===== src/rtl/dot_product_reader_pkg.sv =====
// Shared constants, result-width derivation and FSM state encoding for the dot-product reader.
package dot_product_reader_pkg;

    // Result width needed so that a full-length sum of full-scale products cannot overflow
    function automatic int unsigned acc_width_f(input int unsigned dw, input int unsigned aw);
        return 2 * dw + aw;
    endfunction

    localparam int unsigned DATA_WIDTH = 8;
    localparam int unsigned ADDR_WIDTH = 4;
    localparam int unsigned RAM_DEPTH  = 1 << ADDR_WIDTH;
    localparam int unsigned LEN_WIDTH  = ADDR_WIDTH + 1;
    localparam int unsigned PROD_WIDTH = 2 * DATA_WIDTH;
    localparam int unsigned ACC_WIDTH  = acc_width_f(DATA_WIDTH, ADDR_WIDTH);

    localparam logic [1:0] ST_IDLE  = 2'd0;
    localparam logic [1:0] ST_ISSUE = 2'd1;
    localparam logic [1:0] ST_DRAIN = 2'd2;
    localparam logic [1:0] ST_DONE  = 2'd3;

endpackage


===== src/rtl/dot_product_reader_if.sv =====
// Control and memory read-port bundle for the dot-product reader.
interface dot_product_reader_if;
    import dot_product_reader_pkg::*;

    logic                  Start;
    logic [LEN_WIDTH-1:0]  Vec_Len;
    logic                  Chip_Select;
    logic                  En_Read;
    logic [ADDR_WIDTH-1:0] Read_Addr;
    logic [DATA_WIDTH-1:0] Read_Data_A;
    logic [DATA_WIDTH-1:0] Read_Data_B;
    logic                  Busy;
    logic                  Done;
    logic [ACC_WIDTH-1:0]  Result;

    // Reader side
    modport slave (
        input  Start, Vec_Len, Read_Data_A, Read_Data_B,
        output Chip_Select, En_Read, Read_Addr, Busy, Done, Result
    );

    // Controller / memory side
    modport master (
        output Start, Vec_Len, Read_Data_A, Read_Data_B,
        input  Chip_Select, En_Read, Read_Addr, Busy, Done, Result
    );

endinterface


===== src/rtl/dot_product_mac.sv =====
// Registered unsigned multiply-accumulate with synchronous clear and enable.
// The next-cycle accumulator value is exported so the caller can capture a
// sum that includes the product being added on the same edge.
module dot_product_mac
    import dot_product_reader_pkg::*;
(
    input  logic                  clk,
    input  logic                  rst,
    input  logic                  clr,
    input  logic                  en,
    input  logic [DATA_WIDTH-1:0] a,
    input  logic [DATA_WIDTH-1:0] b,
    output logic [ACC_WIDTH-1:0]  acc_next_c
);

    logic [ACC_WIDTH-1:0]  acc_q;
    logic [ACC_WIDTH-1:0]  acc_d;
    logic [PROD_WIDTH-1:0] prod_c;

    // Product and next accumulator value; clear wins over enable
    always_comb begin
        prod_c = PROD_WIDTH'(a) * PROD_WIDTH'(b);
        acc_d  = acc_q;
        if (clr) begin
            acc_d = '0;
        end else if (en) begin
            acc_d = acc_q + ACC_WIDTH'(prod_c);
        end
    end

    assign acc_next_c = acc_d;

    // Accumulator register
    always_ff @(posedge clk or posedge rst) begin
        if (rst) begin
            acc_q <= '0;
        end else begin
            acc_q <= acc_d;
        end
    end

endmodule


===== src/rtl/dot_product_reader.sv =====
// Read-side sequencer: issues addresses 0..N-1 to both vector memories,
// delays the read enable to line up with registered read data, and
// publishes the accumulated dot product with a one-cycle Done pulse.
module dot_product_reader
    import dot_product_reader_pkg::*;
(
    input  logic               clk,
    input  logic               rst,
    dot_product_reader_if.slave bus
);

    logic [1:0]            state_q,  state_d;
    logic [ADDR_WIDTH-1:0] cnt_q,    cnt_d;
    logic [LEN_WIDTH-1:0]  n_q,      n_d;
    logic                  cs_q,     cs_d;
    logic                  en_q,     en_d;
    logic [ADDR_WIDTH-1:0] addr_q,   addr_d;
    logic                  busy_q,   busy_d;
    logic                  done_q,   done_d;
    logic [ACC_WIDTH-1:0]  result_q, result_d;
    logic                  acc_en_q, acc_en_d;
    logic [LEN_WIDTH-1:0]  vec_len_clamp_c;
    logic                  clr_c;
    logic [ACC_WIDTH-1:0]  acc_next_c;

    // Next state, counter and next-cycle output values
    always_comb begin
        state_d  = state_q;
        cnt_d    = cnt_q;
        n_d      = n_q;
        clr_c    = 1'b0;
        vec_len_clamp_c = (bus.Vec_Len > LEN_WIDTH'(RAM_DEPTH)) ? LEN_WIDTH'(RAM_DEPTH)
                                                                : bus.Vec_Len;
        case (state_q)
            ST_IDLE: begin
                if (bus.Start) begin
                    clr_c   = 1'b1;
                    n_d     = vec_len_clamp_c;
                    cnt_d   = '0;
                    state_d = (vec_len_clamp_c == '0) ? ST_DONE : ST_ISSUE;
                end
            end
            ST_ISSUE: begin
                if ({1'b0, cnt_q} == (n_q - LEN_WIDTH'(1))) begin
                    state_d = ST_DRAIN;
                end else begin
                    cnt_d = cnt_q + ADDR_WIDTH'(1);
                end
            end
            ST_DRAIN: state_d = ST_DONE;
            ST_DONE:  state_d = ST_IDLE;
            default:  state_d = ST_IDLE;
        endcase

        en_d     = (state_d == ST_ISSUE);
        cs_d     = (state_d == ST_ISSUE) || (state_d == ST_DRAIN);
        addr_d   = en_d ? cnt_d : '0;
        busy_d   = cs_d;
        done_d   = (state_d == ST_DONE);
        result_d = done_d ? acc_next_c : result_q;
        acc_en_d = en_q;
    end

    // State, counter and registered outputs
    always_ff @(posedge clk or posedge rst) begin
        if (rst) begin
            state_q  <= ST_IDLE;
            cnt_q    <= '0;
            n_q      <= '0;
            cs_q     <= 1'b0;
            en_q     <= 1'b0;
            addr_q   <= '0;
            busy_q   <= 1'b0;
            done_q   <= 1'b0;
            result_q <= '0;
            acc_en_q <= 1'b0;
        end else begin
            state_q  <= state_d;
            cnt_q    <= cnt_d;
            n_q      <= n_d;
            cs_q     <= cs_d;
            en_q     <= en_d;
            addr_q   <= addr_d;
            busy_q   <= busy_d;
            done_q   <= done_d;
            result_q <= result_d;
            acc_en_q <= acc_en_d;
        end
    end

    dot_product_mac u_mac (
        .clk        (clk),
        .rst        (rst),
        .clr        (clr_c),
        .en         (acc_en_q),
        .a          (bus.Read_Data_A),
        .b          (bus.Read_Data_B),
        .acc_next_c (acc_next_c)
    );

    assign bus.Chip_Select = cs_q;
    assign bus.En_Read     = en_q;
    assign bus.Read_Addr   = addr_q;
    assign bus.Busy        = busy_q;
    assign bus.Done        = done_q;
    assign bus.Result      = result_q;

endmodule


===== src/flat_wrapper.sv =====
// flat-port wrapper written by rule: the top's interface ports become plain ports
module dot_product_reader_flat import dot_product_reader_pkg::*;
  (clk, rst, bus_Start, bus_Vec_Len, bus_Read_Data_A, bus_Read_Data_B, bus_Chip_Select, bus_En_Read, bus_Read_Addr, bus_Busy, bus_Done, bus_Result);
  dot_product_reader_if bus_i ();
  input  logic clk;
  input  logic rst;
  input wire logic [$bits(bus_i.Start)-1:0] bus_Start;
  input wire logic [$bits(bus_i.Vec_Len)-1:0] bus_Vec_Len;
  input wire logic [$bits(bus_i.Read_Data_A)-1:0] bus_Read_Data_A;
  input wire logic [$bits(bus_i.Read_Data_B)-1:0] bus_Read_Data_B;
  output wire logic [$bits(bus_i.Chip_Select)-1:0] bus_Chip_Select;
  output wire logic [$bits(bus_i.En_Read)-1:0] bus_En_Read;
  output wire logic [$bits(bus_i.Read_Addr)-1:0] bus_Read_Addr;
  output wire logic [$bits(bus_i.Busy)-1:0] bus_Busy;
  output wire logic [$bits(bus_i.Done)-1:0] bus_Done;
  output wire logic [$bits(bus_i.Result)-1:0] bus_Result;
  assign bus_i.Start = bus_Start;
  assign bus_i.Vec_Len = bus_Vec_Len;
  assign bus_i.Read_Data_A = bus_Read_Data_A;
  assign bus_i.Read_Data_B = bus_Read_Data_B;
  assign bus_Chip_Select = bus_i.Chip_Select;
  assign bus_En_Read = bus_i.En_Read;
  assign bus_Read_Addr = bus_i.Read_Addr;
  assign bus_Busy = bus_i.Busy;
  assign bus_Done = bus_i.Done;
  assign bus_Result = bus_i.Result;
  dot_product_reader u_core (.clk(clk), .rst(rst), .bus(bus_i));
endmodule

===== config.mk =====
export PLATFORM = sky130hd
export DESIGN_NAME = dot_product_reader_flat
export DESIGN_NICKNAME = d
export VERILOG_FILES = /design/src/rtl/dot_product_reader_pkg.sv /design/src/rtl/dot_product_reader_if.sv /design/src/rtl/dot_product_mac.sv /design/src/rtl/dot_product_reader.sv /design/src/flat_wrapper.sv
export SDC_FILE = /design/constraint.sdc
export NUM_CORES = 1
export LEC_CHECK = 0
export BUFFER_PORTS_ARGS = -buffer_cell sky130_fd_sc_hd__buf_4
export CAP_MARGIN = 20
export CORE_ASPECT_RATIO = 1.5
export CORE_MARGIN = 5
export CORE_UTILIZATION = 45
export DETAILED_ROUTE_END_ITERATION = 7
export PLACE_DENSITY = 0.68
export SLEW_MARGIN = 20
export SYNTH_ARGS = -nofsm -noshare
export SYNTH_HDL_FRONTEND = slang
export SYNTH_SLANG_ARGS = --single-unit

===== constraint.sdc =====
create_clock -name clk -period 3.9 [get_ports clk]
set_clock_uncertainty 0.1 [all_clocks]
set_input_delay 0.78 -clock clk [delete_from_list [all_inputs] [get_ports clk]]
set_output_delay 0.78 -clock clk [all_outputs]
set_load 0.01 [all_outputs]

==> results of run 1 <==
-- per-stage QoR --
step / instances / worst slack (ns) / hold slack, ns / utilization (%)
6_report: 808 / -0.621 / 0.290 / 61.2
5_1_grt: 808 / -0.780 / 0.318 / 61.2
4_1_cts: 802 / -0.611 / 0.290 / 59.7
3_5_place_dp: 780 / -1.07 / 0.274 / 54.3
3_3_place_gp: 780 / -1.02 / 0.270 / 54.3
2_1_floorplan: 553 / -0.746 / 0.316 / -
-- cell families (layout without fill, tap and decap cells) --
group	count (synthesis)	count (layout)	synth area share, %
and+or+nand+nor	142	142	13.7
buffers and inverters	138	243	9.96
adders and majority gates	95	95	29.7
AOI/OAI and AO/OA	84	84	12.1
DFF	59	59	28.1
muxes	21	21	4.21
xor gates and xnor gates	14	14	2.33
-- critical path: stages --
cell and delay, ns:
buf_12 0.10, nand2_4 0.05, fa_1 0.49, inv_1 0.05
fa_1 0.51, fa_1 0.58, inv_2 0.04, fa_1 0.50
inv_2 0.05, ha_4 0.28, o211ai_1 0.11, o21ai_2 0.24
o211ai_4 0.13, a21o_1 0.21, a41o_1 0.25, mux2_4 0.25
-- metal layers --
| layer | track usage, % | up-vias | share of wire [%] | routed length [um] |
|---|---|---|---|---|
| li1 | - | 1982 | - | - |
| met1 | 21.6 | 2023 | 41 | 4800 |
| met2 | 31.9 | 76 | 53 | 6150 |
| met3 | 3.83 | 22 | 3.6 | 417 |
| met4 | 5.90 | 0 | 2.1 | 240 |
| met5 | 0 | - | 0 | 0 |
-- state kept, by name, summed over array words and instances, names as in the netlist --
name / flops
u_core.bus.Done: 1
u_core.bus.Read_Addr: 4
u_core.state_q: 2
u_core.bus.Result: 20
u_core.cnt_q: 4
u_core.acc_en_q: 1
u_core.bus.En_Read: 1
u_core.u_mac.acc_q: 20
u_core.n_q: 5
u_core.bus.Chip_Select: 1
-- final cells by class --
class | count | area share (%)
clock buffer | 11 | 3.60
clock inverter | 4 | 1.39
inverter | 125 | 6.70
multi-input combinational | 356 | 51.7
sequential | 59 | 21.0
tap | 150 | 2.67
timing repair buffer | 103 | 12.9
-- worst paths after layout --
path / slack, ns / end / from
max: -0.62 / u_core.bus.Result[14] / bus_Read_Data_A[6]
min: 0.29 / u_core.acc_en_q / u_core.bus.En_Read
max reg2reg: -0.46 / u_core.bus.Result[14] / u_core.u_mac.acc_q[7]
min reg2reg: 0.29 / u_core.acc_en_q / u_core.bus.En_Read
max in group asynchronous: 2.58 / u_core.n_q[1] / rst
min in group asynchronous: 0.51 / u_core.u_mac.acc_q[0] / rst
-- cell usage after synthesis, types with 4 or more instances --
library cell,n,share of area [%]
mux2_2,9,1.9
a21oi_1,11,1.0
xnor2_1,10,1.7
inv_1,124,8.8
o22ai_1,12,1.4
xor2_1,4,0.67
nor2b_1,5,0.59
ha_1,45,11
mux2i_1,12,2.3
nand3_1,8,0.76
nand2_1,47,3.4
dfrtp_1,59,28
fa_1,50,19
nor3_1,5,0.48
a21o_1,10,1.4
o21ai_0,7,0.67
clkbuf_1,8,0.57
nor2_1,24,1.7
and2_1,34,4.0
a31oi_1,7,0.83
-- what timing repair did --
item | CTS | global route
resized for setup | 55 | 36
buffers inserted | 7 | 6
pin swaps | 34 | 26
endpoints found under the setup margin | 28 | 29
==> results_dict.tcl, run 1 <==
set metrics [dict create \
    ys.warnings.count 0 \
    multiInputGateArea_sq_um 3630 \
    avgSynthCellArea_sq_um 9.51 \
    antenna_found_initial 0 \
    final_cell_mix "inv_1, buf_4, dfrtp_1, fa_1, ha_1" \
    portBuffers 51 \
    dp_hpwl_um 9350 \
    routed_wl_um 11600 \
    worst_slack_ns -0.621 \
    die_width_um 98.3 \
    clkSinkCount 59 \
    wl_per_cell_um 14.4 \
    area_growth_pct 33.5 \
    rsz0062_at_grt "yes" \
    vias 4103 \
    grt_pass1_vias 4527 \
    layout_commonest_cell "inv_1" \
    drt_iter0_drc 92 \
    fill_cells 973 \
    gp_congestion 0.890 \
    h-tree-depth 3 \
    final_max_slew_viol_count 0 \
    min_path_cells 0 \
    finalCritPeriodShare_pct 116 \
    design.die.area_sq_um 14000 \
    core_sq_um 11500 \
    setup_viol 27 \
    cp.arrival_ns 4.63 \
    syn_area_sq_um 5260 \
    critical_path_class "in -> reg" \
    syn_inst 553 \
    final.setup.tns_ns -12.05 \
    worstRegToRegCells 15 \
    start_kind "input port" \
    grt_first_pass_wirelength_um 20700 \
    worst_slew_pin_slew_ns 0.877 \
    regArea_sq_um 1480 \
    die_h_um 142 \
    cts-buffers-inserted 9 \
    fin_crit_ns 4.52 \
    drive_gt1_share_pct 33.0 \
    hold_buffers 0 \
    drc 0 \
    violations "setup timing" \
    syn-num-nets 672 \
    synth-edff-count 0 \
    diodes 0 \
    final_nets 773 \
    cts_tree "yes" \
    fmax_mhz 221 \
    hold_viol_final 0 \
    cp_data_required_time_ns 4.01 \
    insertion_delay_ns 0.33 \
    viasPerCell 5.08 \
    io_pins 52 \
    first_pass_iters 4 \
    seq_area_frac_synth_pct 28.1 \
    drtAntennaViolNets 0 \
    hold_path_class "reg -> reg" \
    ys_ff_latch 59 \
    status "complete, but fails checks" \
    slew-limit-headroom_pct 41.6 \
    async_flop_share_pct 100 \
    critPathMaxFanout 7 \
    yosysUniqueCellTypes 62 \
    placed_cell_area_sq_um 6220 \
    grt_overflow 0 \
    clk_pin_slew_ns 0.05 \
    synthFlopType "dfrtp_1" \
    grt_usage_pct 18.0 \
    grt_max_degree 54 \
    clock_path_buffers 2 \
    setup.worst_path.end_class "flop" \
    placementRows 48 \
    max_cap_viol_count 0 \
    clockRootBuffer "clkbuf_16" \
    start_util_pct 45.9 \
    final_area_sq_um 7030 \
]
Power of run 1 is not shown: default switching activity piles up to over one toggle a cycle in this logic, so the estimate is an artifact.
==> run 2, diff against run 1 <==
--- a/config.mk
+++ b/config.mk
@@ -5,14 +5,15 @@
 export SDC_FILE = /design/constraint.sdc
 export NUM_CORES = 1
 export LEC_CHECK = 0
-export BUFFER_PORTS_ARGS = -buffer_cell sky130_fd_sc_hd__buf_4
+export BUFFER_PORTS_ARGS = -buffer_cell sky130_fd_sc_hd__buf_2
 export CAP_MARGIN = 20
 export CORE_ASPECT_RATIO = 1.5
 export CORE_MARGIN = 5
 export CORE_UTILIZATION = 45
 export DETAILED_ROUTE_END_ITERATION = 7
 export PLACE_DENSITY = 0.68
-export SLEW_MARGIN = 20
+export SLEW_MARGIN = 10
 export SYNTH_ARGS = -nofsm -noshare
 export SYNTH_HDL_FRONTEND = slang
+export SYNTH_HIERARCHICAL = 1
 export SYNTH_SLANG_ARGS = --single-unit
==> run 2 against run 1 <==
  * The flow still finishes with violations (setup timing)
  * Final cell count is 2.5% lower
  * Die area is 1.3% lower
  * Global-route usage decreased by 0.89 points
  * Final area is 2.0% lower
  * Worst hold slack got worse by 0.013 ns
  * Critical path depth is 1 higher
  * Synthesized cell count is 4.7% lower
  * Critical endpoint is now u_core/bus.Result[12]
==> results_dict.tcl, run 2 <==
set metrics [dict create \
    final_area_sq_um 6880 \
    path_cells "buf_12, nand2_4, fa_1, fa_1, inv_2, fa_1, inv_2, fa_1, inv_2, ha_4, o211ai_1, nor3_4, nor3_4, o21bai_1, xnor2_1, o21ai_1, mux2_4" \
    wl_per_cell_um 14.3 \
    cp_num_buf_inv 4 \
    violations "setup timing" \
    cts-buffers-inserted 9 \
    cp_slowest_cell "fa_1" \
    final_cell_mix "inv_1, dfrtp_1, buf_4, fa_1, nand2_1" \
    worst_slew_pin_slew_ns 0.784 \
    clkSinkCount 59 \
    r2r-start "u_core/u_mac/acc_q[7]" \
    vias 3837 \
    viasPerCell 4.87 \
    yosysUniqueCellTypes 46 \
    hold_viol_final 0 \
    h-tree-depth 3 \
    use_met3_pct 2.66 \
    min-delay-start "u_core/bus.En_Read" \
    dp_hpwl_um 8940 \
    grt_pass1_vias 4231 \
    multiInputGateArea_sq_um 3660 \
    grt_usage_pct 17.1 \
    syn-num-nets 646 \
    synth.area.top_cells "dfrtp_1, fa_1, ha_1" \
    drive_gt1_share_pct 35.1 \
    async_flop_share_pct 100 \
    busiest_layer "met2" \
    syn_area_sq_um 5180 \
    layout_commonest_cell "inv_1" \
    setup.worst_path.end_class "flop" \
    final.setup.tns_ns -14.56 \
    ff2ff_setup_slack_ns -0.59 \
    slew-limit-headroom_pct 47.7 \
    first_pass_iters 4 \
    crit_start "bus_Read_Data_B[7]" \
    start_kind "input port" \
    placed_cell_area_sq_um 6070 \
    fmax_mhz 214 \
    placementRows 48 \
    synth_top_area_cell "dfrtp_1" \
    fin_crit_ns 4.66 \
    portBuffers 51 \
    clk_pin_slew_ns 0.05 \
    critPathMaxFanout 6 \
    critical_path_class "in -> reg" \
    synth_top_cell_area_share_pct 28.5 \
    crit_top_cell "fa_1" \
    regArea_sq_um 1480 \
    hold_path_class "reg -> reg" \
    reg2reg_to "u_core/bus.Result[12]" \
    min_path_cells 0 \
    die_h_um 141 \
    drc 0 \
    diodes 0 \
    final_max_slew_viol_count 0 \
    finalCritPeriodShare_pct 120 \
    synth.most_common_cell "inv_1" \
    cts_tree "yes" \
    ys_ff_latch 59 \
    clock_path_buffers 2 \
    grt_max_degree 40 \
    io_pins 52 \
    die_width_um 97.6 \
    setup_viol 28 \
    clockRootBuffer "clkbuf_16" \
    drt_iter0_drc 157 \
    synth_common_cells "inv_1, dfrtp_1, nand2_1" \
    worstRegToRegCells 16 \
    core_sq_um 11400 \
    antenna_found_initial 0 \
    post-place-cells 759 \
    gp_congestion 0.879 \
    crit_family "adder cells" \
    final_nets 752 \
    area_growth_pct 32.8 \
    grt_util_met2_pct 31.4 \
    synthFlopType "dfrtp_1" \
    fin_util_pct 60.3 \
    insertion_delay_ns 0.32 \
    ys.warnings.count 6 \
    rsz0062_at_grt "yes" \
    routed_wl_um 11300 \
    drtAntennaViolNets 0 \
    grt_overflow 0 \
    grt_first_pass_wirelength_um 19400 \
    cpPeakStageDelay_ns 0.55 \
    cp.arrival_ns 4.76 \
    status "complete, but fails checks" \
    design.die.area_sq_um 13800 \
    cp_data_required_time_ns 4.00 \
    fill_cells 934 \
    use_met1_pct 20.0 \
    avgSynthCellArea_sq_um 9.84 \
    hold_buffers 0 \
    whs_endpoint "u_core/acc_en_q" \
    start_util_pct 45.4 \
    synth-edff-count 0 \
    final_cells 788 \
    path_depth 17 \
    max_cap_viol_count 0 \
    seq_area_frac_synth_pct 28.5 \
    syn_inst 527 \
    worst_slack_ns -0.764 \
]
==> run 2: metal layers <==
metal | up-vias | wire (um)
met2 | 62 | 6130
li1 | 1872 | -
met3 | 12 | 316
met1 | 1891 | 4670
met5 | - | 0
met4 | 0 | 167
==> run 2: worst max path at each step <==
stage,slack [ns],endpoint
global placement,-1.16,u_core/bus.Result[19]
CTS,-0.72,u_core/bus.Result[19]
floorplan,-0.82,u_core/bus.Result[19]
finish,-0.76,u_core/bus.Result[12]
global route,-0.90,u_core/bus.Result[12]
detailed placement,-1.16,u_core/bus.Result[19]
==> run 2: cells by family (layout without fill, tap and decap cells) <==
kind of cell | after synthesis | in the layout | share of synthesized area, %
AOI/OAI and AO/OA | 57 | 57 | 8.01
DFF | 59 | 59 | 28.5
and+or+nand+nor | 141 | 141 | 13.7
muxes | 37 | 37 | 7.65
adders and majority gates | 95 | 95 | 30.2
buffers and inverters | 118 | 229 | 8.64
xor gates and xnor gates | 20 | 20 | 3.38
==> run 2: metrics by stage <==
stage	worst slack, ns	hold slack [ns]
2_1_floorplan	-0.817	0.316
3_3_place_gp	-1.16	0.274
3_5_place_dp	-1.16	0.279
4_1_cts	-0.716	0.289
5_1_grt	-0.900	0.312
6_report	-0.764	0.278
==> run 2: worst reg2reg max path, cell delays in order (launching register included) <==
cell and delay (ns):
dfrtp_1 0.35, inv_1 0.07, fa_1 0.54, inv_1 0.05, fa_1 0.46, fa_1 0.54, inv_2 0.04, fa_1 0.55
inv_2 0.05, ha_4 0.28, o211ai_1 0.15, nor3_4 0.35, nor3_4 0.08, o21bai_1 0.17, xnor2_1 0.17, o21ai_1 0.13
mux2_4 0.27
==> run 2: layout make-up <==
type                       instances  share of cell area [%]
clock inverter                     5                   0.763
multi-input combinational        350                    53.2
tap                              150                    2.73
inverter                         108                    5.89
sequential                        59                    21.4
timing repair buffer             105                    12.5
clock buffer                      11                    3.53
==> run 2: timing repair <==
item	4_1_cts	5_1_grt
setup buffers	5	11
gates resized for setup	73	40
setup endpoints to repair	28	28
pin swaps	36	44
Power of run 2 is left out for the same reason.
==> run 3, diff against run 2 <==
--- a/config.mk
+++ b/config.mk
@@ -8,7 +8,7 @@
 export BUFFER_PORTS_ARGS = -buffer_cell sky130_fd_sc_hd__buf_2
 export CAP_MARGIN = 20
 export CORE_ASPECT_RATIO = 1.5
-export CORE_MARGIN = 5
+export CORE_MARGIN = 2
 export CORE_UTILIZATION = 45
 export DETAILED_ROUTE_END_ITERATION = 7
 export PLACE_DENSITY = 0.68
==> run 3 against run 2 <==
  * The run still ends with setup timing left
  * Sequential share of layout area shrank 0.082 points
  * Non-clock buffer count shrank 1
  * Global-route usage grew 2.6 points
  * Routed wire length grew 0.63%
  * Clock-buffer cell count increased by 1
  * Final area rose by 0.38%
  * Critical path type unchanged
  * Critical endpoint is now u_core/bus.Result[9]
==> results_dict.tcl, run 3 (synthesis results as in run 2) <==
set metrics [dict create \
    core_sq_um 11400 \
    drt_iter0_drc 103 \
    violations "setup timing" \
    routed_wl_um 11400 \
    portBuffers 51 \
    grt_max_degree 40 \
    clockRootBuffer "clkbuf_16" \
    status "complete, but fails checks" \
    start_kind "input port" \
    worst_slew_pin_slew_ns 0.748 \
    start_util_pct 45.7 \
    final_max_slew_viol_count 0 \
    cp.arrival_ns 4.75 \
    fin_crit_ns 4.65 \
    multiInputGateArea_sq_um 3670 \
    area_growth_pct 33.3 \
    dp_hpwl_um 8930 \
    wl_per_cell_um 14.4 \
    gp_congestion 0.890 \
    clk_pin_slew_ns 0.05 \
    cp_slowest_cell "fa_1" \
    insertion_delay_ns 0.32 \
    final_area_sq_um 6910 \
    cts_tree "yes" \
    grt_usage_pct 19.6 \
    reg2reg_to "u_core/bus.Result[9]" \
    critical_path_class "in -> reg" \
    diodes 0 \
    place_ws_ns -1.15 \
    max_cap_viol_count 0 \
    hold_viol_final 0 \
    rsz0062_at_grt "yes" \
    crit_top_cell "fa_1" \
    finalCritPeriodShare_pct 119 \
    crit_family "adder cells" \
    path_cells "buf_12, nand2_4, fa_1, inv_2, fa_1, fa_1, inv_2, fa_1, inv_2, ha_4, a21o_1, a221oi_4, buf_4, buf_4, xnor2_2, mux2i_1, nor2_1, mux2_2" \
    cp_data_required_time_ns 4.00 \
    path_depth 18 \
    clock_path_buffers 2 \
    die_h_um 135 \
    r2r-start "u_core/u_mac/acc_q[7]" \
    placed_cell_area_sq_um 6060 \
    grt_overflow 0 \
    drc 0 \
    grt_first_pass_wirelength_um 19600 \
    final_nets 751 \
    crit_start "bus_Read_Data_A[7]" \
    critPathMaxFanout 5 \
    grt_pass1_vias 4231 \
    clkSinkCount 59 \
    worstRegToRegCells 17 \
    setup.worst_path.end_class "flop" \
    io_pins 52 \
    cpPeakStageDelay_ns 0.55 \
    layout_commonest_cell "inv_1" \
    setup_viol 27 \
    cp_num_buf_inv 6 \
    first_pass_iters 4 \
    hold_path_class "reg -> reg" \
    fill_cells 920 \
    regArea_sq_um 1480 \
    vias 3897 \
    final.setup.tns_ns -13.87 \
    design.die.area_sq_um 12400 \
    h-tree-depth 3 \
    placementRows 48 \
    critPathCapture "u_core/bus.Result[9]" \
    antenna_found_initial 0 \
    final_cell_mix "inv_1, dfrtp_1, buf_4, fa_1, nand2_1" \
    fin_util_pct 60.9 \
    die_width_um 91.6 \
    ff2ff_setup_slack_ns -0.61 \
    viasPerCell 4.95 \
    cts-buffers-inserted 9 \
    worst_slack_ns -0.750 \
    drtAntennaViolNets 0 \
    slew-limit-headroom_pct 50.1 \
    drive_gt1_share_pct 36.3 \
    fmax_mhz 215 \
]
[run 3: cell types whose count changed in the layout (fill, tap and decap cells not counted), moves of 2 or more]
cell and change:
fa_2 +6, a21oi_1 -2, clkbuf_8 +2, mux2_4 -3, mux2_2 +3, buf_12 +2
buf_8 -2, fa_1 -6
[run 3: per-stage QoR]
step / hold slack [ns] / std cells
2_1_floorplan: 0.316 / 527
3_3_place_gp: 0.278 / 758
3_5_place_dp: 0.284 / 758
4_1_cts: 0.297 / 783
5_1_grt: 0.302 / 787
6_report: 0.294 / 787
[run 3: what timing repair did]
item | 4_1_cts | 5_1_grt
hold buffers | 0 | 0
pin swaps | 53 | 53
setup endpoints to repair | 28 | 28
gates resized for setup | 79 | 46
setup buffers | 9 | 5
[run 3: how the worst min path moves through the flow]
stage                     slack [ns]               start  cells after the start         endpoint
after floorplan                 0.32  u_core/bus.En_Read                      0  u_core/acc_en_q
after global placement          0.28  u_core/bus.En_Read                      0  u_core/acc_en_q
after detailed placement        0.28  u_core/bus.En_Read                      0  u_core/acc_en_q
after CTS                       0.30  u_core/bus.En_Read                      0  u_core/acc_en_q
after global routing            0.30  u_core/bus.En_Read                      0  u_core/acc_en_q
final                           0.29  u_core/bus.En_Read                      0  u_core/acc_en_q
[run 3: cell type report]
| cell class | count | share of cell area, % |
|---|---|---|
| timing repair buffer | 104 | 12.5 |
| multi-input combinational | 350 | 53.1 |
| clock buffer | 12 | 3.86 |
| tap | 150 | 2.72 |
| sequential | 59 | 21.4 |
| clock inverter | 4 | 0.688 |
| inverter | 108 | 5.87 |
[run 3: routing by layer]
metal  vias to the layer above  global-route usage [%]  share of wire [%]
met5                         -                       0                  0
met4                         0                    6.23                1.8
met3                        12                    2.56                3.1
met2                        59                    37.3                 55
met1                      1950                    22.6                 40
li1                       1876                       -                  -
Power of run 3 is left out for the same reason.
